**config.mk**
```make
export PLATFORM = sky130hd
export DESIGN_NAME = turkey_gun_ctrl
export DESIGN_NICKNAME = d
export VERILOG_FILES = /design/src/rtl/turkey_gun_pkg.sv /design/src/rtl/gun_axis.sv /design/src/rtl/turkey_gun_ctrl.sv
export SDC_FILE = /design/constraint.sdc
export NUM_CORES = 1
export LEC_CHECK = 0
export BUFFER_PORTS_ARGS = -buffer_cell sky130_fd_sc_hd__buf_2
export CORE_UTILIZATION = 55
export DETAILED_ROUTE_END_ITERATION = 8
export MAX_ROUTING_LAYER = met4
export PLACE_DENSITY_LB_ADDON = 0.3
export SYNTH_ARGS = -nofsm -noshare
export SYNTH_HDL_FRONTEND = slang
export SYNTH_HIERARCHICAL = 1
export SYNTH_SLANG_ARGS = --single-unit
```
**constraint.sdc**
```tcl
create_clock -name clk_sys -period 2.8 [get_ports clk_sys]
set_input_delay 0.56 -clock clk_sys [delete_from_list [all_inputs] [get_ports clk_sys]]
set_output_delay 0.56 -clock clk_sys [all_outputs]
set_load 0.01 [all_outputs]
```
**src/rtl/turkey_gun_pkg.sv**
```systemverilog
// +-----------------------------------------------------------------+
// | turkey_gun_pkg : shared types/constants for the gun controller  |
// | rev 1.0                                                         |
// +-----------------------------------------------------------------+
`default_nettype none

package turkey_gun_pkg;

  typedef enum logic [1:0] {
    AX_IDLE = 2'd0,
    AX_SLOW = 2'd1,
    AX_FAST = 2'd2
  } axis_state_t;

  localparam int GUN_W_DEF  = 6;
  localparam int GUN_MAX    = (1 << GUN_W_DEF) - 1;
  localparam int CENTER_DEF = 32;

endpackage

`default_nettype wire

```
**src/rtl/gun_axis.sv**
```systemverilog
// +-----------------------------------------------------------------+
// | gun_axis : one crosshair axis, paced FSM + saturating position  |
// | rev 1.0                                                         |
// +-----------------------------------------------------------------+
`default_nettype none

module gun_axis
  import turkey_gun_pkg::*;
#(
  parameter int GUN_W       = GUN_W_DEF,
  parameter int DIV_SLOW    = 3,
  parameter int ACCEL_TICKS = 32,
  parameter int CENTER      = CENTER_DEF
) (
  input  logic             clk,
  input  logic             rst_n,
  input  logic             tick,
  input  logic             clear,
  input  logic             absolute,
  input  logic [GUN_W-1:0] load_val,
  input  logic             dec,
  input  logic             inc,
  output logic [GUN_W-1:0] pos,
  output logic             active
);

  localparam int DIV_W  = (DIV_SLOW > 1) ? $clog2(DIV_SLOW) : 1;
  localparam int HOLD_W = $clog2(ACCEL_TICKS + 1);

  localparam logic [GUN_W-1:0]  C_POS_MAX = '1;
  localparam logic [GUN_W-1:0]  C_CENTER  = GUN_W'(CENTER);
  localparam logic [DIV_W-1:0]  C_DIV_TOP = DIV_W'(DIV_SLOW - 1);
  localparam logic [HOLD_W-1:0] C_ACCEL   = HOLD_W'(ACCEL_TICKS);

  axis_state_t       r_state;
  logic [DIV_W-1:0]  r_div;
  logic [HOLD_W-1:0] r_hold;
  logic              r_dir;

  logic              w_valid;
  logic              w_div_wrap;
  logic [DIV_W-1:0]  w_div_nxt;
  logic [HOLD_W-1:0] w_hold_nxt;
  logic [GUN_W-1:0]  w_step_pos;

  assign w_valid    = dec ^ inc;
  assign w_div_wrap = (r_div == C_DIV_TOP);
  assign w_div_nxt  = w_div_wrap ? '0 : r_div + 1'b1;
  assign w_hold_nxt = (r_hold == C_ACCEL) ? r_hold : r_hold + 1'b1;

  // Pinned at either rail the position simply holds; no wrap-around.
  always_comb begin
    w_step_pos = pos;
    if (inc && pos != C_POS_MAX) begin
      w_step_pos = pos + 1'b1;
    end else if (!inc && pos != '0) begin
      w_step_pos = pos - 1'b1;
    end
  end

  always_ff @(posedge clk or negedge rst_n) begin
    if (!rst_n) begin
      r_state <= AX_IDLE;
      r_div   <= '0;
      r_hold  <= '0;
      r_dir   <= 1'b0;
      pos     <= C_CENTER;
      active  <= 1'b0;
    end else if (clear) begin
      r_state <= AX_IDLE;
      r_div   <= '0;
      r_hold  <= '0;
      r_dir   <= 1'b0;
      pos     <= C_CENTER;
      active  <= 1'b0;
    end else if (absolute) begin
      r_state <= AX_IDLE;
      r_div   <= '0;
      r_hold  <= '0;
      active  <= 1'b0;
      if (tick) begin
        pos <= load_val;
      end
    end else if (tick) begin
      case (r_state)
        AX_IDLE: begin
          if (w_valid) begin
            r_state <= AX_SLOW;
            r_div   <= '0;
            r_hold  <= '0;
            r_dir   <= inc;
            pos     <= w_step_pos;
            active  <= 1'b1;
          end
        end
        default: begin
          if (!w_valid) begin
            r_state <= AX_IDLE;
            r_div   <= '0;
            r_hold  <= '0;
            active  <= 1'b0;
          end else if (inc != r_dir) begin
            // Reversal restarts the slow phase with an immediate step.
            r_state <= AX_SLOW;
            r_div   <= '0;
            r_hold  <= '0;
            r_dir   <= inc;
            pos     <= w_step_pos;
          end else if (r_state == AX_SLOW) begin
            r_div  <= w_div_nxt;
            r_hold <= w_hold_nxt;
            if (w_div_wrap) begin
              pos <= w_step_pos;
            end
            if (w_hold_nxt == C_ACCEL) begin
              r_state <= AX_FAST;
            end
          end else begin
            pos <= w_step_pos;
          end
        end
      endcase
    end
  end

endmodule

`default_nettype wire

```
**src/rtl/turkey_gun_ctrl.sv**
```systemverilog
// +-----------------------------------------------------------------+
// | turkey_gun_ctrl : joystick/analog to gun_h/gun_v crosshair      |
// | rev 1.0                                                         |
// +-----------------------------------------------------------------+
`default_nettype none

module turkey_gun_ctrl
  import turkey_gun_pkg::*;
#(
  parameter int GUN_W       = GUN_W_DEF,
  parameter int DIV_SLOW    = 3,
  parameter int ACCEL_TICKS = 32,
  parameter int CENTER      = CENTER_DEF
) (
  input  logic             clk_sys,
  input  logic             reset_n,
  input  logic             tick_4ms,
  input  logic             joy_left,
  input  logic             joy_right,
  input  logic             joy_up,
  input  logic             joy_down,
  input  logic             center_req,
  input  logic             analog_en,
  input  logic [7:0]       analog_x,
  input  logic [7:0]       analog_y,
  output logic [GUN_W-1:0] gun_h,
  output logic [GUN_W-1:0] gun_v,
  output logic             gun_moving
);

  logic r_tick_q;
  logic w_tick;
  logic w_h_active;
  logic w_v_active;

  always_ff @(posedge clk_sys or negedge reset_n) begin
    if (!reset_n) begin
      r_tick_q <= 1'b0;
    end else begin
      r_tick_q <= tick_4ms;
    end
  end

  assign w_tick = tick_4ms & ~r_tick_q;

  generate
    if (GUN_W < 8) begin : g_unused_lsbs
      logic unused_analog_lsbs;
      assign unused_analog_lsbs = ^{analog_x[7-GUN_W:0], analog_y[7-GUN_W:0]};
    end
  endgenerate

  gun_axis #(
    .GUN_W       (GUN_W),
    .DIV_SLOW    (DIV_SLOW),
    .ACCEL_TICKS (ACCEL_TICKS),
    .CENTER      (CENTER)
  ) u_axis_h (
    .clk      (clk_sys),
    .rst_n    (reset_n),
    .tick     (w_tick),
    .clear    (center_req),
    .absolute (analog_en),
    .load_val (analog_x[7 -: GUN_W]),
    .dec      (joy_left),
    .inc      (joy_right),
    .pos      (gun_h),
    .active   (w_h_active)
  );

  gun_axis #(
    .GUN_W       (GUN_W),
    .DIV_SLOW    (DIV_SLOW),
    .ACCEL_TICKS (ACCEL_TICKS),
    .CENTER      (CENTER)
  ) u_axis_v (
    .clk      (clk_sys),
    .rst_n    (reset_n),
    .tick     (w_tick),
    .clear    (center_req),
    .absolute (analog_en),
    .load_val (analog_y[7 -: GUN_W]),
    .dec      (joy_up),
    .inc      (joy_down),
    .pos      (gun_v),
    .active   (w_v_active)
  );

  // Both inputs are flop outputs, so this stays glitch-free.
  assign gun_moving = w_h_active | w_v_active;

endmodule

`default_nettype wire

```
==> results.sh, run 1 <==
export IMPL_fill_cells=445
export IMPL_worst_slew_pin_transition_ns=0.887
export IMPL_met1Wirelength_um=2760
export IMPL_netlist_instances=333
export IMPL_antenna_found_initial=0
export IMPL_met3_length_um=189
export IMPL_die_h_um=73.0
export IMPL_path_max_fanout=5
export IMPL_layout_min_cycle_time_ns=2.54
export IMPL_synth_top_cell_by_area="dfrtp_1"
export IMPL_place_area_um2=3000
export IMPL_cts_buffers=5
export IMPL_insertion_delay_ns=0.29
export IMPL_cpMaxStageDelayCell="dfrtp_1"
export IMPL_cts_buffer_depth=2
export IMPL_period_share=0.908
export IMPL_clk_pin_slew_worst_paths_ns=0.07
export IMPL_final_setup_tns_ns=0
export IMPL_crit_buf_inv=0
export IMPL_outcome="finished clean"
export IMPL_wirelength_um=5910
export IMPL_synth_top_family_by_area="compound AO/OA/AOI/OAI gates"
export IMPL_drc_errors=0
export IMPL_synth_compound_area_frac=0.243
export IMPL_synth_edff_count=0
export IMPL_initial_utilization=0.579
export IMPL_synth_top_cell_area_share=0.316
export IMPL_cts_tree="built"
export IMPL_drive_gt1_frac=0.168
export IMPL_synthArstFlopShare=1.00
export IMPL_synth_nets=372
export IMPL_antenna_left=0
export IMPL_startpoint_type="flip-flop"
export IMPL_critical_path_required_ns=3.02
export IMPL_power_total_mw=1.35
export IMPL_hold_class="in -> async"
export IMPL_dr_wl_met2_um=2910
export IMPL_synth_seq_cells=37
export IMPL_grt_max_degree=38
export IMPL_path_cells="and3_1 -> nand4_1 -> nand2_1 -> ha_1 -> a211oi_1 -> o21bai_1 -> a21oi_1 -> xnor2_1 -> mux2_2 -> a211o_1"
export IMPL_cts_hold_repair_buffers=0
export IMPL_drtIter0Drc=144
export IMPL_fin_skew_ns=0.00463
export IMPL_synthFlopType="dfrtp_1"
export IMPL_synth_xor_area_frac=0.0411
export IMPL_rsz0062_at_grt="false"
export IMPL_dieArea_um2=5330
export IMPL_finalHoldViolCount=0
export IMPL_coreArea_um2=4790
export IMPL_synth_distinct_cells=61
export IMPL_cp_arrival_ns=2.76
export IMPL_maxSlewViolCount=0
export IMPL_syn_area_per_cell_um2=8.32
export IMPL_most_common_layout_cells="dfrtp_1 (35), buf_2 (33), nor2_1 (30)"
export IMPL_place_gp_congestion=0.859
export IMPL_die_x_um=73.0
export IMPL_wl_per_cell_um=13.7
export IMPL_cpPeakStageDelay_ns=0.42
export IMPL_area_growth_pct=11.1
export IMPL_fmax_ghz=0.393
export IMPL_cts_resized=0
export IMPL_drv_cap=0
export IMPL_p_leak_nw=1.40
export IMPL_ios=38
export IMPL_grt_pass1_vias=2424
export IMPL_final_area_um2=3080
export IMPL_synthTopCellsByArea="dfrtp_1 (32%), ha_1 (5.4%), nor2_1 (4.1%), nand2_1 (3.5%), o21ai_0 (3.4%)"
export IMPL_setup_violations=0
export IMPL_portBuffers=33
export IMPL_clockRootBuffer="clkbuf_8"
export IMPL_cp_top_family="compound AO/OA/AOI/OAI gates"
export IMPL_cts_setup_buffers=0
export IMPL_overflow=0
export IMPL_cts_sinks=37
export IMPL_synth_simple_area_share=0.220
export IMPL_num_vias=2516
export IMPL_dpl_hpwl_um=4320
export IMPL_rows=25
export IMPL_drt_pass1_iter_count=4
export IMPL_p_per_area_nw_per_um2=438
export IMPL_worstSetupPathType="reg -> reg"
export IMPL_mostFrequentLayoutCell="dfrtp_1"
export IMPL_antenna_cells=0
export IMPL_grtUsageTotal=0.258
export IMPL_netlist_area_um2=2770
export IMPL_yosysWarnings=6
export IMPL_htreeDepth=2
export IMPL_viasPerCell=5.84
export IMPL_endpoint_kind="flip-flop"
export IMPL_grt_pass1_wl_um=10400
export IMPL_ir_drop_mv=0.287
export IMPL_seq_area_frac_synth=0.335
export IMPL_synthMuxAreaShare=0.0348
export IMPL_relSlewSlack=0.403
export IMPL_highest_signal_layer="met4"
export IMPL_synth_adder_area_share=0.0686
export IMPL_final_nets=402
final cells by class:
class	instances	area (µm²)	area share
Inverter	20	75.1	0.0244
Timing Repair Buffer	41	225	0.0731
Sequential cell	37	928	0.302
Tap cell	67	83.8	0.0272
Clock buffer	6	72.6	0.0236
Clock inverter	2	10.0	0.00325
Multi-Input combinational cell	258	1680	0.547
Yosys cell counts, types with 4 or more instances:
cell and n:
nand2_1 26, o31ai_1 5, a211oi_1 8, a21oi_1 16, o21ai_1 15, ha_1 12, nor2b_1 6, nand3_1 9
xnor2_1 9, mux2i_1 4, and3_1 5, a31oi_1 6, buf_2 7, inv_1 20, nor3_1 9, o21ai_0 19
xor2_1 4, nand2b_1 9, a21o_1 5, dfrtp_1 35, clkbuf_1 10, nor2_1 30
registers in the layout (all words and copies together) (netlist names), 2 cells and up:
signal / cells
u_axis_h/r_hold: 6
u_axis_v/r_hold: 6
u_axis_v/r_state: 2
u_axis_h/pos: 6
u_axis_v/pos: 6
u_axis_v/r_div: 2
u_axis_h/r_state: 2
u_axis_h/r_div: 2
worst paths after layout:
path | start | to | slack (ns) | depth (start not counted)
setup / recovery | u_axis_v/pos[1] | u_axis_v/pos[5] | 0.26 | 10
hold / removal | reset_n | u_axis_v/r_hold[2] | 0.36 | 1
setup reg to reg | u_axis_v/pos[1] | u_axis_v/pos[5] | 0.26 | 10
hold reg to reg | u_axis_h/r_div[0] | u_axis_h/r_div[0] | 0.51 | 1
max in group asynchronous | reset_n | u_axis_v/pos[4] | 1.92 | 1
min in group clk_sys | tick_4ms | r_tick_q | 0.39 | 1
cells by family (layout without fill, tap and decap cells):
family | count (synthesis) | count (layout)
flip-flops | 37 | 37
AO/OA/AOI/OAI | 103 | 103
AND/OR/NAND/NOR | 120 | 120
multiplexers | 8 | 8
buffers and inverters | 38 | 69
adder cells (fa/ha/maj) | 14 | 14
XOR/XNOR | 13 | 13
power breakdown:
part / switching [mW] / leakage, nW / total [mW] / internal, mW
registers: 0.0541 / 0.497 / 0.624 / 0.570
logic: 0.197 / 0.858 / 0.372 / 0.175
clock network: 0.180 / 0.0450 / 0.352 / 0.172
total: 0.431 / 1.40 / 1.35 / 0.918
metal layers:
layer | track usage | up-vias
li1 | - | 1269
met1 | 0.308 | 1191
met2 | 0.444 | 51
met3 | 0.0483 | 5
met4 | 0.0697 | 0
met5 | - | -
stage by stage:
step                setup WS (ns)  hold WS, ns  std cells  utilization
floorplan                   0.420        0.264        333            -
global placement            0.300        0.485        423        0.626
detailed placement          0.296        0.499        423        0.626
CTS                         0.278        0.385        431        0.643
global route               0.0219        0.375        431        0.643
finish                      0.259        0.363        431        0.643
Note: power is estimated with default switching activity, not from simulation.
==> inputs of run 2 (changes only) <==
--- a/config.mk
+++ b/config.mk
@@ -6,9 +6,9 @@
 export NUM_CORES = 1
 export LEC_CHECK = 0
 export BUFFER_PORTS_ARGS = -buffer_cell sky130_fd_sc_hd__buf_2
+export CORE_MARGIN = 5
 export CORE_UTILIZATION = 55
 export DETAILED_ROUTE_END_ITERATION = 8
-export MAX_ROUTING_LAYER = met4
 export PLACE_DENSITY_LB_ADDON = 0.3
 export SYNTH_ARGS = -nofsm -noshare
 export SYNTH_HDL_FRONTEND = slang
==> run 2 against run 1 <==
Against the previous run:
- sequential share of layout area up 0.074 points
- first-iteration DRC count down 23%
- count of clock-buffer cells in the layout unchanged
- highest routed layer unchanged
- wire length up 2.1%
- sequential power about the same
- via count down 0.20%
==> results.sh, run 2 (synthesis gave the netlist of run 1 again) <==
export IMPL_outcome="finished clean"
export IMPL_met1Wirelength_um=2830
export IMPL_hold_class="in -> async"
export IMPL_cts_sinks=37
export IMPL_grtUsageTotal=0.196
export IMPL_rows=25
export IMPL_relSlewSlack=0.364
export IMPL_antenna_cells=0
export IMPL_startpoint_type="flip-flop"
export IMPL_met3_length_um=241
export IMPL_grt_max_degree=38
export IMPL_p_int_mw=0.918
export IMPL_drv_cap=0
export IMPL_final_core_util=0.638
export IMPL_critical_path_required_ns=3.02
export IMPL_cpPeakStageDelay_ns=0.40
export IMPL_place_gp_congestion=0.816
export IMPL_maxSlewViolCount=0
export IMPL_drc_errors=0
export IMPL_rsz0062_at_grt="false"
export IMPL_fill_cells=429
export IMPL_drt_pass1_iter_count=4
export IMPL_worstRegToRegCells=10
export IMPL_insertion_delay_ns=0.29
export IMPL_mostFrequentLayoutCell="dfrtp_1"
export IMPL_reg2reg_slack_ns=0.28
export IMPL_fin_skew_ns=0.00785
export IMPL_cp_arrival_ns=2.75
export IMPL_initial_utilization=0.575
export IMPL_fmax_ghz=0.396
export IMPL_path_cells="and3_1 -> nand4_1 -> nand2_1 -> ha_1 -> a211oi_1 -> o21bai_1 -> a21oi_1 -> xnor2_1 -> mux2_2 -> a211o_1"
export IMPL_grt_pass1_wl_um=10200
export IMPL_cts_hold_repair_buffers=0
export IMPL_antenna_left=0
export IMPL_cts_buffers=5
export IMPL_cpMaxStageDelayCell="dfrtp_1"
export IMPL_multi_input_area_um2=1680
export IMPL_r2r_start="u_axis_v/pos[1]"
export IMPL_final_setup_tns_ns=0
export IMPL_viasPerCell=5.84
export IMPL_ir_drop_mv=0.283
export IMPL_dpl_hpwl_um=4330
export IMPL_p_leak_nw=1.40
export IMPL_drtIter0Drc=111
export IMPL_highest_signal_layer="met4"
export IMPL_seq_power_share=0.458
export IMPL_rr_endpoint="u_axis_v/pos[5]"
export IMPL_cts_buffer_depth=2
export IMPL_clockRootBuffer="clkbuf_8"
export IMPL_portBuffers=33
export IMPL_die_h_um=81.0
export IMPL_drive_gt1_frac=0.165
export IMPL_cts_resized=0
export IMPL_layout_min_cycle_time_ns=2.52
export IMPL_most_common_layout_cells="dfrtp_1 (35), buf_2 (33), nor2_1 (30)"
export IMPL_worstSetupPathType="reg -> reg"
export IMPL_path_max_fanout=5
export IMPL_coreArea_um2=4820
export IMPL_clk_pin_slew_worst_paths_ns=0.08
export IMPL_dr_wl_met2_um=2890
export IMPL_num_vias=2511
export IMPL_wirelength_um=6030
export IMPL_cts_tree="built"
export IMPL_area_growth_pct=10.8
export IMPL_worst_slew_pin_transition_ns=0.946
export IMPL_endpoint_kind="flip-flop"
export IMPL_htreeDepth=2
export IMPL_p_per_area_nw_per_um2=442
export IMPL_clkPwrFrac=0.268
export IMPL_grt_pass1_vias=2352
export IMPL_crit_buf_inv=0
export IMPL_dieArea_um2=6560
export IMPL_period_share=0.902
export IMPL_ios=38
export IMPL_setup_violations=0
export IMPL_combPwrFrac=0.274
export IMPL_antenna_found_initial=0
export IMPL_finalHoldViolCount=0
export IMPL_final_nets=401
export IMPL_overflow=0
export IMPL_die_x_um=81.0
export IMPL_final_area_um2=3070
export IMPL_cts_setup_buffers=0
export IMPL_switching_power_mw=0.441
export IMPL_cp_top_family="compound AO/OA/AOI/OAI gates"
export IMPL_sw_frac_of_total=0.325
export IMPL_wl_per_cell_um=14.0
export IMPL_seq_area_um2=928
export IMPL_place_area_um2=2990
==> run 2: worst max-delay path by stage <==
stage	startpoint	endpoint	slack [ns]	depth (start not counted)
final	u_axis_v/pos[1]	u_axis_v/pos[5]	0.28	10
after global routing	u_axis_v/pos[1]	u_axis_v/pos[5]	0.09	10
after CTS	u_axis_v/pos[1]	u_axis_v/pos[5]	0.28	10
after detailed placement	u_axis_v/pos[1]	u_axis_v/pos[5]	0.30	10
after global placement	u_axis_v/pos[1]	u_axis_v/pos[5]	0.32	10
after floorplan	u_axis_v/pos[3]	u_axis_v/pos[5]	0.42	10
==> run 2: power by group through the flow <==
stage	registers (mW)	clock network (mW)	logic (mW)
floorplan	0.635	0	0.258
global placement	0.631	0	0.361
detailed placement	0.632	0	0.371
CTS	0.623	0.371	0.372
global route	0.633	0.396	0.417
finish	0.623	0.364	0.372
==> run 2: area by class of cell <==
type | count | share of cell area
tap | 67 | 0.0273
multi-input combinational | 258 | 0.548
timing repair buffer | 40 | 0.0709
inverter | 20 | 0.0244
clock buffer | 6 | 0.0236
clock inverter | 2 | 0.00326
sequential | 37 | 0.302
==> run 2: metal layers <==
layer / GRT usage / up-vias
li1: - / 1264
met1: 0.245 / 1194
met2: 0.342 / 46
met3: 0.0299 / 7
met4: 0.0676 / 0
met5: 0 / -
==> run 2: per-stage QoR <==
stage                     power (mW)  setup slack [ns]  hold WS [ns]  cells
after floorplan                0.894             0.420         0.264    333
after global placement         0.992             0.320         0.485    422
after detailed placement        1.00             0.297         0.491    422
after CTS                       1.37             0.275         0.379    430
after global routing            1.45            0.0948         0.388    430
final                           1.36             0.276         0.359    430
